<file path="config.mk">
export PLATFORM = sky130hd
export DESIGN_NAME = regfile_wr_arbiter_flat
export DESIGN_NICKNAME = d
export VERILOG_FILES = /design/src/rtl/regfile_wr_arbiter_if.sv /design/src/rtl/regfile_wr_arbiter.sv /design/src/flat_wrapper.sv
export SDC_FILE = /design/constraint.sdc
export NUM_CORES = 1
export LEC_CHECK = 0
export CORE_MARGIN = 10
export CORE_UTILIZATION = 39
export CTS_CLUSTER_SIZE = 40
export DETAILED_ROUTE_END_ITERATION = 6
export PLACE_DENSITY = 0.83
export SETUP_SLACK_MARGIN = 0.15
export SLEW_MARGIN = 25
export SYNTH_ARGS = -nofsm -noshare
export SYNTH_HDL_FRONTEND = slang
export SYNTH_SLANG_ARGS = --single-unit
</file>
<file path="constraint.sdc">
create_clock -name clk -period 2.93 [get_ports clk]
set_input_delay 0.586 -clock clk [delete_from_list [all_inputs] [get_ports clk]]
set_output_delay 0.586 -clock clk [all_outputs]
set_load 0.01 [all_outputs]
</file>
<file path="src/rtl/regfile_wr_arbiter_if.sv">
// Bundles the two writer request channels, the register-file write port and
// the decode-stage bypass query into one connection.
// master: writers/decode/register-file side; slave: the arbiter.
// Signals: p0_*/p1_* valid-ready write requests, rf_* registered write port,
// rs/rt_addr + byp_rs/rt bypass query, starve_cnt debug count.
interface regfile_wr_arbiter_if #(
    parameter int DW = 32,
    parameter int AW = 5
);
    logic          p0_valid;
    logic [AW-1:0] p0_addr;
    logic [DW-1:0] p0_data;
    logic          p0_ready;

    logic          p1_valid;
    logic [AW-1:0] p1_addr;
    logic [DW-1:0] p1_data;
    logic          p1_ready;

    logic          rf_we;
    logic [AW-1:0] rf_addr;
    logic [DW-1:0] rf_data;

    logic [AW-1:0] rs_addr;
    logic [AW-1:0] rt_addr;
    logic          byp_rs;
    logic          byp_rt;

    logic [2:0]    starve_cnt;

    modport master (
        output p0_valid, p0_addr, p0_data,
        input  p0_ready,
        output p1_valid, p1_addr, p1_data,
        input  p1_ready,
        input  rf_we, rf_addr, rf_data,
        output rs_addr, rt_addr,
        input  byp_rs, byp_rt,
        input  starve_cnt
    );

    modport slave (
        input  p0_valid, p0_addr, p0_data,
        output p0_ready,
        input  p1_valid, p1_addr, p1_data,
        output p1_ready,
        output rf_we, rf_addr, rf_data,
        input  rs_addr, rt_addr,
        output byp_rs, byp_rt,
        output starve_cnt
    );
endinterface

</file>
<file path="src/rtl/regfile_wr_arbiter.sv">
// Purpose: shares the register-file write port between write-back (p0, fixed priority) and the mult/div unit (p1).
// Latency: one cycle from accept to rf_we/rf_addr/rf_data; ready and bypass flags are combinational.
// Backpressure: the losing port sees ready=0 and holds; p1 is forced through after STARVE_LIMIT lost cycles.
// Ports: clk, reset (sync, active-high), wr (slave modport): p0/p1 requests,
//        rf_we/rf_addr/rf_data write port, rs/rt_addr -> byp_rs/byp_rt, starve_cnt.
module regfile_wr_arbiter #(
    parameter int DW           = 32,
    parameter int AW           = 5,
    parameter int STARVE_LIMIT = 4
) (
    input  logic                 clk,
    input  logic                 reset,
    regfile_wr_arbiter_if.slave  wr
);
    localparam logic [2:0] LIMIT = 3'(STARVE_LIMIT);

    logic          force_p1;
    logic          p0_acc;
    logic          p1_acc;
    logic [AW-1:0] win_addr;
    logic [DW-1:0] win_data;

    logic          rf_we_q;
    logic [AW-1:0] rf_addr_q;
    logic [DW-1:0] rf_data_q;
    logic [2:0]    starve_q;

    // Grant: readiness depends only on valids and the starvation count,
    // never on the requesting port's own address or data.
    always_comb begin
        wr.p0_ready = 1'b0;
        wr.p1_ready = 1'b0;
        force_p1    = (starve_q == LIMIT) && wr.p1_valid;
        if (!reset) begin
            if (force_p1) begin
                wr.p1_ready = 1'b1;
            end else if (wr.p0_valid) begin
                wr.p0_ready = 1'b1;
            end else begin
                wr.p1_ready = wr.p1_valid;
            end
        end
    end

    assign p0_acc   = wr.p0_valid && wr.p0_ready;
    assign p1_acc   = wr.p1_valid && wr.p1_ready;
    assign win_addr = p1_acc ? wr.p1_addr : wr.p0_addr;
    assign win_data = p1_acc ? wr.p1_data : wr.p0_data;

    always_ff @(posedge clk) begin
        if (reset) begin
            starve_q  <= 3'd0;
            rf_we_q   <= 1'b0;
            rf_addr_q <= '0;
            rf_data_q <= '0;
        end else begin
            if (wr.p1_valid && !wr.p1_ready) begin
                starve_q <= (starve_q == LIMIT) ? LIMIT : starve_q + 3'd1;
            end else begin
                starve_q <= 3'd0;
            end

            if (p0_acc || p1_acc) begin
                rf_addr_q <= win_addr;
                rf_data_q <= win_data;
                // Writes to $zero complete the handshake but never reach the file.
                rf_we_q   <= (win_addr != '0);
            end else begin
                rf_we_q   <= 1'b0;
            end
        end
    end

    assign wr.rf_we      = rf_we_q;
    assign wr.rf_addr    = rf_addr_q;
    assign wr.rf_data    = rf_data_q;
    assign wr.starve_cnt = starve_q;

    // Bypass compares decode sources against the write being presented to the file now.
    assign wr.byp_rs = rf_we_q && (rf_addr_q == wr.rs_addr) && (wr.rs_addr != '0);
    assign wr.byp_rt = rf_we_q && (rf_addr_q == wr.rt_addr) && (wr.rt_addr != '0);
endmodule

</file>
<file path="src/flat_wrapper.sv">
// flat-port wrapper written by rule: the top's interface ports become plain ports
module regfile_wr_arbiter_flat 
#(
    parameter int DW           = 32,
    parameter int AW           = 5,
    parameter int STARVE_LIMIT = 4
)
  (clk, reset, wr_p0_valid, wr_p0_addr, wr_p0_data, wr_p0_ready, wr_p1_valid, wr_p1_addr, wr_p1_data, wr_p1_ready, wr_rf_we, wr_rf_addr, wr_rf_data, wr_rs_addr, wr_rt_addr, wr_byp_rs, wr_byp_rt, wr_starve_cnt);
  regfile_wr_arbiter_if #(.DW(DW), .AW(AW)) wr_i ();
  input  logic clk;
  input  logic reset;
  input wire logic [$bits(wr_i.p0_valid)-1:0] wr_p0_valid;
  input wire logic [$bits(wr_i.p0_addr)-1:0] wr_p0_addr;
  input wire logic [$bits(wr_i.p0_data)-1:0] wr_p0_data;
  output wire logic [$bits(wr_i.p0_ready)-1:0] wr_p0_ready;
  input wire logic [$bits(wr_i.p1_valid)-1:0] wr_p1_valid;
  input wire logic [$bits(wr_i.p1_addr)-1:0] wr_p1_addr;
  input wire logic [$bits(wr_i.p1_data)-1:0] wr_p1_data;
  output wire logic [$bits(wr_i.p1_ready)-1:0] wr_p1_ready;
  output wire logic [$bits(wr_i.rf_we)-1:0] wr_rf_we;
  output wire logic [$bits(wr_i.rf_addr)-1:0] wr_rf_addr;
  output wire logic [$bits(wr_i.rf_data)-1:0] wr_rf_data;
  input wire logic [$bits(wr_i.rs_addr)-1:0] wr_rs_addr;
  input wire logic [$bits(wr_i.rt_addr)-1:0] wr_rt_addr;
  output wire logic [$bits(wr_i.byp_rs)-1:0] wr_byp_rs;
  output wire logic [$bits(wr_i.byp_rt)-1:0] wr_byp_rt;
  output wire logic [$bits(wr_i.starve_cnt)-1:0] wr_starve_cnt;
  assign wr_i.p0_valid = wr_p0_valid;
  assign wr_i.p0_addr = wr_p0_addr;
  assign wr_i.p0_data = wr_p0_data;
  assign wr_p0_ready = wr_i.p0_ready;
  assign wr_i.p1_valid = wr_p1_valid;
  assign wr_i.p1_addr = wr_p1_addr;
  assign wr_i.p1_data = wr_p1_data;
  assign wr_p1_ready = wr_i.p1_ready;
  assign wr_rf_we = wr_i.rf_we;
  assign wr_rf_addr = wr_i.rf_addr;
  assign wr_rf_data = wr_i.rf_data;
  assign wr_i.rs_addr = wr_rs_addr;
  assign wr_i.rt_addr = wr_rt_addr;
  assign wr_byp_rs = wr_i.byp_rs;
  assign wr_byp_rt = wr_i.byp_rt;
  assign wr_starve_cnt = wr_i.starve_cnt;
  regfile_wr_arbiter #(.DW(DW), .AW(AW), .STARVE_LIMIT(STARVE_LIMIT)) u_core (.clk(clk), .reset(reset), .wr(wr_i));
endmodule
</file>
==> impl_metrics.env <==
export IMPL_final_area_um2=3470
export IMPL_die_x_um=92.0
export IMPL_yosysTopAreaCellShare=0.406
export IMPL_drt_wl_total_um=7350
export IMPL_hold_start="u_core.wr.starve_cnt[0]"
export IMPL_grt_pass1_vias=2300
export IMPL_synthCells=223
export IMPL_ant_nets=0
export IMPL_firstDrtPassIters=4
export IMPL_layout_nets=440
export IMPL_cap_viol_max_count=0
export IMPL_syn_avg_cell_area_um2=9.07
export IMPL_total_power_uw=1430
export IMPL_tightest_slew_ns=0.428
export IMPL_ys_types=31
export IMPL_ctsLongestPathBuffers=2
export IMPL_clk_latency_ns=0.28
export IMPL_grt_total_usage=0.163
export IMPL_vias=2189
export IMPL_antennaDiodeCount=0
export IMPL_rows=26
export IMPL_peakVddDrop_v=0.000255
export IMPL_grt_max_degree=40
export IMPL_drive_gt1_frac=0.0741
export IMPL_place_ws_ns=0.154
export IMPL_async_flop_share=0
export IMPL_endpoint_kind="output pin"
export IMPL_status="finished, final reports clean"
export IMPL_n_fill_cell=425
export IMPL_layout_setup_ws_ns=0.345
export IMPL_die_area_um2=8460
export IMPL_finalSetupViolCount=0
export IMPL_powerDensity_nw_per_um2=411
export IMPL_synth_edff_count=0
export IMPL_startpoint="wr_p1_valid"
export IMPL_io_buffers=132
export IMPL_path_class="input pin to output pin"
export IMPL_hold_viol_final=0
export IMPL_via_per_inst=5.20
export IMPL_clock_fmax_mhz=387
export IMPL_ios=133
export IMPL_hpwl_um=5610
export IMPL_cp_start_kind="input pin"
export IMPL_synth_area_leaders="dfxtp_1 41%, o221a_1 16%, nor3_1 8.2%"
export IMPL_path_clk_slew_ns=0.08
export IMPL_finClkSkew_ns=0.00223
export IMPL_finalMaxSlewViolations=0
export IMPL_start_util=0.398
export IMPL_ys_seq_area_frac=0.406
export IMPL_area_delta_synth_final_pct=71.8
export IMPL_core_um2=5070
export IMPL_h_tree_depth=2
export IMPL_syn_nets=313
export IMPL_critPathMaxFanout=4
export IMPL_cts_hold_repair_buffers=0
export IMPL_tns_ns=0
export IMPL_drt_first_iter_violations=101
export IMPL_netlist_area_um2=2020
export IMPL_numClockSinks=41
export IMPL_place_gp_congestion=0.812
export IMPL_dieHeight_um=92.0
export IMPL_postSynth_topFlopCell="dfxtp_1"
export IMPL_drc=0
export IMPL_rsz0062_at_grt="false"
export IMPL_ys_ff_latch=41
export IMPL_min_period_ns=2.59
export IMPL_cts_tree="done"
export IMPL_yosysTopAreaCell="dfxtp_1"
export IMPL_gr_total_overflow=0
export IMPL_ys_warn_count=0
export IMPL_postPlaceCellArea_um2=3370
export IMPL_crit_arrival_ns=2.00
export IMPL_relSlewSlack=0.714
export IMPL_antenna_found_initial=0
export IMPL_drt_wirelength_per_cell_um=17.4
export IMPL_r2r_start="u_core.wr.starve_cnt[0]"
export IMPL_finalCritPeriodShare=0.882
export IMPL_grt_first_pass_wirelength_um=11500
export IMPL_cts_buffers=5
export IMPL_p_leak_uw=0.00130
export IMPL_crit_required_ns=2.34
export IMPL_hold_path_class="flop to flop"
export IMPL_root_buffer="clkbuf_8"
[sequential cells by signal, indices dropped and copies added (netlist names)]
signal,count
u_core.wr.rf_addr,5
u_core.wr.rf_data,32
u_core.wr.rf_we,1
u_core.wr.starve_cnt,3
[cell families (layout without fill, tap and decap cells)]
group / count (synthesis) / after routing / synth area share
flops: 41 / 41 / 0.406
fa+ha+maj: 2 / 2 / 0.0124
compound gates: 47 / 47 / 0.238
buf+inv: 25 / 153 / 0.0724
xor+xnor: 8 / 8 / 0.0347
simple gates: 99 / 99 / 0.232
mux: 1 / 1 / 0.00495
[metal layers]
metal	track usage	vias up	wire length, µm
met4	0.0463	0	105
met5	0	-	0
li1	-	1085	-
met3	0.0668	8	625
met1	0.189	994	3170
met2	0.270	102	3450
[where the power goes]
group | switching [µW] | internal [µW] | leakage, µW
logic | 148 | 248 | 0.000899
clock network | 189 | 213 | 0.0000542
registers | 27.7 | 602 | 0.000343
total | 365 | 1060 | 0.00130
[critical path: stages]
cell and delay [ns]:
clkdlybuf4s50_1 0.54, and2b_1 0.20, nand2_4 0.06, inv_1 0.04, clkdlybuf4s50_1 0.57
[cells in the mapped netlist, drive strengths merged (4+ instances only)]
cell type / number
a311oi: 5
buf: 16
clkbuf: 5
dfxtp: 41
inv: 4
nand2: 6
nand3: 8
nor2: 41
nor3: 33
o21ai: 5
o221a: 32
xnor2: 8
[worst paths after layout]
path | endpoint | slack [ns] | cells past startpoint
max reg2reg | u_core.wr.rf_data[5] | 1.25 | 6
min | u_core.wr.starve_cnt[0] | 0.51 | 1
min reg2reg | u_core.wr.starve_cnt[0] | 0.51 | 1
max | wr_p1_ready | 0.34 | 5
[cell usage in the layout (no fill, tap or decap), drive strengths merged]
cell type | Yosys | routed
nand3 | 8 | 8
a21bo | 1 | 1
buf | 16 | 9
a21boi | 1 | 1
o221a | 32 | 32
and3 | 1 | 1
dlymetal6s2s | 0 | 2
inv | 4 | 4
and2b | 1 | 1
or4 | 2 | 2
dfxtp | 41 | 41
nand3b | 1 | 1
nor2 | 41 | 41
ha | 2 | 2
clkinv | 0 | 1
or2 | 1 | 1
nand2 | 6 | 6
nand2b | 1 | 1
nor4 | 2 | 2
xnor2 | 8 | 8
a211oi | 2 | 2
or3 | 2 | 2
mux2i | 1 | 1
nor3 | 33 | 33
a311oi | 5 | 5
clkbuf | 5 | 7
o21ai | 5 | 5
a2111oi | 1 | 1
clkdlybuf4s50 | 0 | 130
[per-stage QoR]
stage	utilization	hold slack [ns]	std cells
CTS	0.683	0.506	421
global route	0.684	0.540	421
floorplan	-	0.514	223
global placement	0.663	0.490	413
detailed placement	0.663	0.487	413
finish	0.684	0.506	421
[repair_timing]
action,4_1_cts,5_1_grt
resized for setup,0,2
endpoints found under the setup margin,0,2
setup buffers,0,0
endpoints found under the hold margin,0,0
[cell type report]
type | instances | area (µm²) | share of cell area
clock buffers | 7 | 96.3 | 0.0277
multi-input cells | 157 | 1050 | 0.304
inverters | 4 | 15.0 | 0.00432
repair buffers | 141 | 1390 | 0.401
clock inverters | 1 | 5.00 | 0.00144
flip-flops and latches | 41 | 821 | 0.236
well taps | 70 | 87.6 | 0.0252
No activity file was read; power rests on OpenSTA's default activity.
